### src/rtl/serial_frame_receiver.sv
// -----------------------------------------------------------------------------
// serial_frame_receiver
//
// Receive end of the serial shift link. It turns a framed bit stream into
// parallel words. Each frame is one start bit (0), WIDTH data bits, an optional
// even-parity bit, and one stop bit (1). Each word goes to a one-deep
// valid/ready output buffer.
//
// Optional feature macro: SER_RX_PARITY_EN
//   defined   : the PARITY state is present and parity_err is live.
//   undefined : there is no parity bit in the frame and parity_err is tied 0.
//
// Ports
//   clk         rising-edge clock
//   reset       asynchronous, active-high; clears all state
//   sin         serial line bit, sampled only when sin_valid=1
//   sin_valid   bit strobe; the FSM only advances on strobed cycles
//   lsb_first   1: first data bit is word bit 0; 0: first data bit is the MSB.
//               Latched at the start bit.
//   dout        received word, stable while dout_valid=1
//   dout_valid  word available; held until accepted
//   dout_ready  consumer accepts dout when dout_valid & dout_ready
//   busy        1 while a frame is in progress (not IDLE)
//   frame_err   1-cycle pulse: stop bit sampled as 0
//   parity_err  1-cycle pulse: parity mismatch
//   overrun     1-cycle pulse: good frame arrived while the buffer was full
//               and not being drained
// -----------------------------------------------------------------------------
module serial_frame_receiver #(
  parameter int WIDTH = 4
) (
  input  logic             clk,
  input  logic             reset,
  input  logic             sin,
  input  logic             sin_valid,
  input  logic             lsb_first,
  output logic [WIDTH-1:0] dout,
  output logic             dout_valid,
  input  logic             dout_ready,
  output logic             busy,
  output logic             frame_err,
  output logic             parity_err,
  output logic             overrun
);

  localparam int             CW   = $clog2(WIDTH + 1);
  localparam logic [CW-1:0]  LAST = CW'(WIDTH - 1);

`ifdef SER_RX_PARITY_EN
  typedef enum logic [1:0] {IDLE = 2'd0, DATA = 2'd1, STOP = 2'd2, PARITY = 2'd3} state_t;
`else
  typedef enum logic [1:0] {IDLE = 2'd0, DATA = 2'd1, STOP = 2'd2} state_t;
`endif

  state_t           state_q, state_d;
  logic [WIDTH-1:0] shreg_q, shreg_nxt;
  logic [CW-1:0]    cnt_q;
  logic             lsb_q;      // bit order frozen for the whole frame
  logic             par_bad;    // parity mismatch recorded for this frame

  // One-cycle event strobes decoded from the FSM.
  logic start_ev, shift_ev, stop_ev;
  logic commit, accept, full_hold;

  // ---------------------------------------------------------------- FSM
  always_ff @(posedge clk or posedge reset) begin
    if (reset) state_q <= IDLE;
    else       state_q <= state_d;
  end

  always_comb begin
    state_d  = state_q;
    start_ev = 1'b0;
    shift_ev = 1'b0;
    stop_ev  = 1'b0;
    if (sin_valid) begin
      case (state_q)
        IDLE: if (!sin) begin
          state_d  = DATA;
          start_ev = 1'b1;
        end
        DATA: begin
          shift_ev = 1'b1;
          if (cnt_q == LAST) begin
`ifdef SER_RX_PARITY_EN
            state_d = PARITY;
`else
            state_d = STOP;
`endif
          end
        end
`ifdef SER_RX_PARITY_EN
        PARITY: state_d = STOP;
`endif
        STOP: begin
          stop_ev = 1'b1;
          state_d = IDLE;
        end
        default: state_d = IDLE;
      endcase
    end
  end

  assign busy = (state_q != IDLE);

  // ---------------------------------------------------------------- datapath
  assign shreg_nxt = lsb_q ? {sin, shreg_q[WIDTH-1:1]}
                           : {shreg_q[WIDTH-2:0], sin};

  // A good frame commits only when the stop bit is 1 and there is no parity
  // mismatch. A full buffer that is not being drained keeps the old word.
  assign commit    = stop_ev & sin & ~par_bad;
  assign accept    = dout_valid & dout_ready;
  assign full_hold = dout_valid & ~dout_ready;

  always_ff @(posedge clk or posedge reset) begin
    if (reset) begin
      shreg_q    <= '0;
      cnt_q      <= '0;
      lsb_q      <= 1'b0;
      dout       <= '0;
      dout_valid <= 1'b0;
      frame_err  <= 1'b0;
      overrun    <= 1'b0;
    end else begin
      frame_err <= stop_ev & ~sin;
      overrun   <= commit & full_hold;
      if (start_ev) begin
        cnt_q <= '0;
        lsb_q <= lsb_first;
      end
      if (shift_ev) begin
        shreg_q <= shreg_nxt;
        cnt_q   <= cnt_q + 1'b1;
      end
      if (commit && !full_hold) begin
        dout       <= shreg_q;
        dout_valid <= 1'b1;
      end else if (accept) begin
        dout_valid <= 1'b0;
      end
    end
  end

`ifdef SER_RX_PARITY_EN
  // Even parity: the parity bit must equal the XOR of the data bits. Sampling
  // happens in PARITY, and the verdict is given at STOP. A bad stop bit
  // (frame_err) takes priority over a parity error.
  logic par_bad_q;
  assign par_bad = par_bad_q;

  always_ff @(posedge clk or posedge reset) begin
    if (reset) begin
      par_bad_q  <= 1'b0;
      parity_err <= 1'b0;
    end else begin
      parity_err <= stop_ev & sin & par_bad_q;
      if (start_ev)
        par_bad_q <= 1'b0;
      else if (sin_valid && state_q == PARITY)
        par_bad_q <= sin ^ (^shreg_q);
    end
  end
`else
  assign par_bad    = 1'b0;
  assign parity_err = 1'b0;
`endif

endmodule

### config.mk
export PLATFORM = sky130hd
export DESIGN_NAME = serial_frame_receiver
export DESIGN_NICKNAME = d
export VERILOG_FILES = /design/src/rtl/serial_frame_receiver.sv
export SDC_FILE = /design/constraint.sdc
export NUM_CORES = 1
export LEC_CHECK = 0
export CAP_MARGIN = 10
export CORE_MARGIN = 1
export CORE_UTILIZATION = 52
export CTS_CLUSTER_SIZE = 30
export DETAILED_ROUTE_END_ITERATION = 16
export PLACE_DENSITY = 0.85
export SLEW_MARGIN = 20
export SYNTH_ARGS = -nofsm -noshare
export SYNTH_HDL_FRONTEND = slang
export SYNTH_SLANG_ARGS = --single-unit
### constraint.sdc
create_clock -name clk -period 2.3 [get_ports clk]
set_input_delay 0.46 -clock clk [delete_from_list [all_inputs] [get_ports clk]]
set_output_delay 0.46 -clock clk [all_outputs]
set_load 0.01 [all_outputs]
==> results of run 1 <==
-- cells by family after synthesis --
kind of cell | after synthesis | synth area share, %
buffers and inverters | 8 | 4.455
AOI/OAI and AO/OA | 9 | 7.591
muxes | 11 | 15.51
adders and majority gates | 2 | 3.300
and+or+nand+nor | 15 | 12.54
DFF | 17 | 56.11
other | 1 | 0.4946
-- path summary, 6_finish.rpt --
path	slack, ns	start	endpoint
setup / recovery	0.34	state_q[1]	busy
max in group asynchronous	1.35	reset	shreg_q[1]
setup reg to reg	0.90	state_q[0]	dout[2]
hold / removal	0.50	cnt_q[2]	cnt_q[2]
hold reg to reg	0.50	cnt_q[2]	cnt_q[2]
min in group asynchronous	0.55	reset	cnt_q[1]
-- cell usage after synthesis (all sizes together) --
library cell	count
inv	6
nand2b	1
nand2	5
buf	2
nand3	1
nor3	1
nor2b	1
a211o	1
o21ai	4
o2bb2ai	1
mux2	6
dfrtp	17
a22o	1
nor2	1
nor3b	1
or2	1
a21oi	1
mux2i	5
nand4b	1
and2	1
conb	1
nand3b	1
ha	2
o22ai	1
-- routing by layer --
metal / share of wire (%) / vias up
li1: - / 245
met1: 49 / 240
met2: 46 / 14
met3: 3.5 / 2
met4: 1.2 / 0
met5: 0 / -
-- cell type report --
class	instances	share of cell area [%]
sequential	17	46.13
multi-input combinational	38	32.43
timing repair buffer	13	14.11
clock buffer	4	2.849
inverter	6	2.442
tap	15	2.035
-- sequential cells by signal (all words and copies together) (netlist names) --
| name | count |
|---|---|
| overrun | 1 |
| cnt_q | 3 |
| shreg_q | 4 |
| dout_valid | 1 |
| lsb_q | 1 |
| dout | 4 |
| state_q | 2 |
| frame_err | 1 |
-- cell usage in the layout (no fill, tap or decap), types with 2 or more instances in the layout --
cell type        synthesis  final
dfrtp_1                 17     17
clkbuf_4                 0      3
nand2_1                  5      5
mux2i_1                  5      5
inv_1                    6      6
clkdlybuf4s50_1          0     13
o21ai_0                  4      4
mux2_1                   5      5
ha_1                     2      2
-- through the flow --
| stage | total power [mW] | instances | cell area [um2] | worst slack, ns |
|---|---|---|---|---|
| global placement | 0.8115 | 89 | 895.9 | 0.4063 |
| finish | 0.9781 | 93 | 922.1 | 0.3411 |
| detailed placement | 0.8312 | 89 | 895.9 | 0.3300 |
| global route | 1.046 | 93 | 922.1 | 0.2818 |
| CTS | 0.9870 | 93 | 922.1 | 0.3371 |
| floorplan | 0.6961 | 63 | 758.2 | 0.9906 |
-- power groups by stage --
stage / clock network [mW] / registers, mW / logic [mW]
2_1_floorplan: 0 / 0.480 / 0.216
3_3_place_gp: 0 / 0.500 / 0.311
3_5_place_dp: 0 / 0.506 / 0.325
4_1_cts: 0.158 / 0.500 / 0.328
5_1_grt: 0.168 / 0.516 / 0.362
6_report: 0.153 / 0.501 / 0.324
==> results by group, run 1 <==
Synthesis
  • Yosys cell types: 26
  • Syn_area_per_cell: 12.04 um2
  • Seq/Total Area, Yosys: 56.11%
  • Top cell type by total area after synthesis: dfrtp_1
  • Yosys warnings: 0
  • Syn_nets: 71
  • Top-area cell type share of the netlist area: 56.11%
  • Post-Syn Area: 758.2 um2
  • Post-Syn Instances: 63
  • Synth area leaders: dfrtp_1 (56%), mux2_1 (7.4%), mux2i_1 (6.6%), ha_1 (3.3%), inv_1 (3.0%)
  • FF+latch count, synth: 17

STA
  • WHS: 0.4963 ns
  • F_max: 510.5 MHz
  • Crit path time final: 1.959 ns
  • Sum Neg Setup Slack: 0 ns
  • Setup violators final: 0
  • RSZ-0062 raised after global routing: no
  • Worst Skew: 0.003771 ns
  • Period utilisation layout: 85.17%
  • Worst rel slew slack: 58.75%
  • Final Hold Vio Count: 0
  • Slew @ Worst Pin: 0.6181 ns
  • Slew Limit Fails: 0

Floorplan
  • Starting density of the core: 56.85%
  • Ports: 15
  • Width of the die: 40.19 um
  • Die area: 0.001615 mm2
  • Core Box Area: 0.001334 mm2
  • Rows: 13
  • Die Y: 40.19 um

Power
  • Sw Share: 32.64%
  • Psw: 319.2 uW
  • Proportion of power drawn by flip-flops and latches: 51.2%
  • Pint: 658.8 uW
  • Pwr/cell area: 1061 mW/mm2
  • Clk network pwr share: 15.6%
  • Comb pwr share: 33.2%
  • Worst IR Drop VDD: 0.5510 mV
  • Leakage dissipation: 0.4578 nW

Clock tree
  • Clock tree from TritonCTS: built
  • Worst-Skew Late Latency: 0.28 ns
  • CTS clk-pin slew, worst paths: 0.09 ns
  • Clk buf depth: 2
  • Clk Tree Root Cell: clkbuf_4
  • Clk sink count: 17
  • H-tree levels: 1
  • Postcts setup bufs: 0
  • Number of buffers created by CTS: 3
  • Hold-fix buffers, CTS: 0
  • Post-cts repair resize count: 0

Worst setup path
  • Master of the slowest instance on the critical path: clkdlybuf4s50_1
  • Arrival time worst endpoint: 1.50 ns
  • Critical path fanouts, max: 7
  • Setup crit start kind: register
  • Crit-path leading delay family: buffers and inverters
  • Ordered cell list for the critical path: or2_1 > clkdlybuf4s50_1
  • Buf/Inv on CP: 1
  • Worst reg2reg path depth: 3
  • WP depth: 2
  • Slowest stage delay, CP: 0.48 ns
  • CP required: 1.84 ns
  • CP endpoint kind: output pin
  • Crit Path Class: reg2out

GRT
  • Met1 GRT Util: 24.64%
  • Largest net degree at the start of global routing: 18
  • GR Util met3: 3.333%
  • Global route hottest layer: met2
  • First-pass GRT wire length: 1.952 mm
  • GRT Overall Usage: 19.01%
  • Vias in the first global route: 440
  • Initial antenna violation count: 0
  • GRT Residual Overflow: 0
  • Met2 GRT Util: 30.24%

Routing
  • WL final: 1.270 mm
  • Starting DRT DRC Count: 10
  • Vias per cell: 5.387
  • DRT Pass-1 Iters: 4
  • Antenna-violating nets left: 0
  • DRC violations left: 0
  • Wire per inst: 13.66 um
  • Routed via count: 501

Placement
  • RD Place Congestion: 0.7792
  • # port buffers: 13
  • Dpl hpwl: 937.3 um

Final layout
  • Share of cells above drive strength 1: 7.692%
  • Area Growth Syn to Fin: 21.62%
  • Util after Layout: 69.14%
  • Final nets: 87
  • ANT cells: 0
  • Sequential cell area: 425.4 um2
  • FILL cells: 99
  • Multi-input logic area: 299.0 um2

Run
  • Max cap viols: 0

Run status
  • Outcome: finished, final reports clean

Hold path
  • Worst hold stages: 1
  • HP Class: reg2reg
Power figures use the tool's default switching activity.
==> run 2: changes to the inputs <==
--- a/config.mk
+++ b/config.mk
@@ -6,10 +6,11 @@
 export NUM_CORES = 1
 export LEC_CHECK = 0
 export CAP_MARGIN = 10
-export CORE_MARGIN = 1
+export CORE_MARGIN = 2
 export CORE_UTILIZATION = 52
 export CTS_CLUSTER_SIZE = 30
 export DETAILED_ROUTE_END_ITERATION = 16
+export GPL_TIMING_DRIVEN = 0
 export PLACE_DENSITY = 0.85
 export SLEW_MARGIN = 20
 export SYNTH_ARGS = -nofsm -noshare
==> run 2 against run 1 <==
- combinational power grew 5%
- register-to-register slack gained 0.02 ns
- cell count grew 2.2%
- design area increased by 1.2%
- global-route usage is 4.3 points lower
- flip-flop and latch count unchanged
- utilization increased by 0.84 points
- routed wire length down 5.8%
==> results by group, run 2 (synthesis gave the netlist of run 1 again) <==
Clock tree
  • H-tree levels: 1 (unchanged)
  • Postcts setup bufs: 0 (unchanged)
  • Number of buffers created by CTS: 3 (unchanged)
  • Clk sink count: 17 (unchanged)
  • Hold-fix buffers, CTS: 0 (unchanged)
  • Clock tree from TritonCTS: built
  • Clk Tree Root Cell: clkbuf_4
  • CTS clk-pin slew, worst paths: 0.10 ns (about the same)
  • Worst-Skew Late Latency: 0.29 ns (about the same)
  • Clk buf depth: 2 (unchanged)
  • Post-cts repair resize count: 0 (unchanged)

Routing
  • Antenna-violating nets left: 0 (unchanged)
  • Starting DRT DRC Count: 8 (-2)
  • Vias per cell: 5.263 (-2.3%)
  • DRC violations left: 0 (unchanged)
  • Routed via count: 500 (-0.20%)
  • DRT Pass-1 Iters: 2 (-2)
  • Wire per inst: 12.59 um (-7.8%)
  • WL final: 1.196 mm (-5.8%)

Placement
  • Dpl hpwl: 879.3 um (-6.2%)
  • RD Place Congestion: 0.7136 (-8.4%)
  • # port buffers: 13 (unchanged)

Worst setup path
  • Crit Path Class: reg2out
  • Buf/Inv on CP: 1 (unchanged)
  • Setup crit start kind: register
  • Ordered cell list for the critical path: or2_1 > clkdlybuf4s50_1
  • Slowest stage delay, CP: 0.48 ns (about the same)
  • Crit-path leading delay family: buffers and inverters
  • Master of the slowest instance on the critical path: clkdlybuf4s50_1
  • CP endpoint kind: output pin
  • Critical path fanouts, max: 7 (unchanged)
  • Arrival time worst endpoint: 1.51 ns (about the same)
  • CP required: 1.84 ns (about the same)

Floorplan
  • Starting density of the core: 56.85% (unchanged)
  • Width of the die: 42.19 um (+5.0%)
  • Die Y: 42.19 um (+5.0%)
  • Die area: 0.001780 mm2 (+10%)
  • Rows: 13 (unchanged)
  • Ports: 15 (unchanged)
  • Core Box Area: 0.001334 mm2 (unchanged)

Power
  • Leakage dissipation: 0.4644 nW (+1.5%)
  • Worst IR Drop VDD: 0.7099 mV (+29%)
  • Total power: 977.9 uW (about the same)
  • Pwr/cell area: 1048 mW/mm2 (-1.2%)

Run status
  • Outcome: finished, final reports clean

GRT
  • Largest net degree at the start of global routing: 18 (unchanged)
  • Initial antenna violation count: 0 (unchanged)
  • GRT Overall Usage: 14.74% (-4.3 points)
  • First-pass GRT wire length: 1.952 mm (unchanged)
  • GRT Residual Overflow: 0 (unchanged)
  • Vias in the first global route: 437 (-0.68%)

Final layout
  • Area Growth Syn to Fin: 23.10%
  • Share of cells above drive strength 1: 8.750% (+1.1 points)
  • Most frequent cells in the layout: dfrtp_1 (17), clkdlybuf4s50_1 (13), inv_1 (6)
  • FILL cells: 99 (unchanged)
  • ANT cells: 0 (unchanged)
  • Top Registers: dout: 4 flops, shreg_q: 4 flops, cnt_q: 3 flops
  • Final nets: 89 (+2.3%)
  • Util after Layout: 69.98% (+0.84 points)
  • Most common cell after layout, fill and taps aside: dfrtp_1

STA
  • Crit path time final: 1.972 ns (+0.01308 ns)
  • F_max: 507.1 MHz (-0.66%)
  • Worst rel slew slack: 57.74% (-1.0 points)
  • RSZ-0062 raised after global routing: no
  • Slew @ Worst Pin: 0.6333 ns (+0.01519 ns)
  • Period utilisation layout: 85.74% (+0.57 points)
  • Setup violators final: 0 (unchanged)
  • WHS: 0.4938 ns (-0.002517 ns)
  • Sum Neg Setup Slack: 0 ns (unchanged)
  • Slew Limit Fails: 0 (unchanged)
  • Worst Skew: 0.004098 ns (+0.0003265 ns)
  • Final Hold Vio Count: 0 (unchanged)

Hold path
  • HP Class: reg2reg

Run
  • Max cap viols: 0 (unchanged)
## run 2: per-layer routing
layer | track usage, % | part of all wire, % | vias up
li1 | - | - | 250
met1 | 20.33 | 48 | 236
met2 | 21.85 | 45 | 12
met3 | 4.310 | 4.8 | 2
met4 | 5.625 | 1.9 | 0
met5 | 0 | 0 | -
## run 2: worst paths after layout
path                       depth (start not counted)  slack, ns       end  startpoint
setup reg to reg                                   3       0.92   dout[3]  state_q[0]
max in group asynchronous                          2       1.34  cnt_q[0]       reset
hold reg to reg                                    1       0.49   dout[1]     dout[1]
setup / recovery                                   2       0.33      busy  state_q[1]
hold / removal                                     1       0.49   dout[1]     dout[1]
min in group asynchronous                          2       0.55   dout[3]       reset
## run 2: cell type report
class                           count  area (um2)  share of cell area (%)
Sequential cell                    17       425.4                   45.58
Multi-Input combinational cell     38       299.0                   32.04
Timing Repair Buffer               13       130.1                   13.94
Clock buffer                        4       26.28                   2.815
Inverter                            6       22.52                   2.413
Tap cell                           15       18.77                   2.011
Buffer                              2       11.26                   1.206
## run 2: per-stage QoR
step / instances / worst slack, ns / area [um2]
6_report: 95 / 0.3280 / 933.4
5_1_grt: 95 / 0.2770 / 933.4
4_1_cts: 95 / 0.3131 / 933.4
3_5_place_dp: 91 / 0.3695 / 907.1
3_3_place_gp: 91 / 0.3817 / 907.1
2_1_floorplan: 63 / 0.9906 / 758.2
## run 2: report_power, final
part	switching, mW	leakage [nW]	internal (mW)
logic	0.148	0.228	0.193
registers	0.0753	0.221	0.402
clock network	0.0922	0.0150	0.0675
total	0.316	0.464	0.662
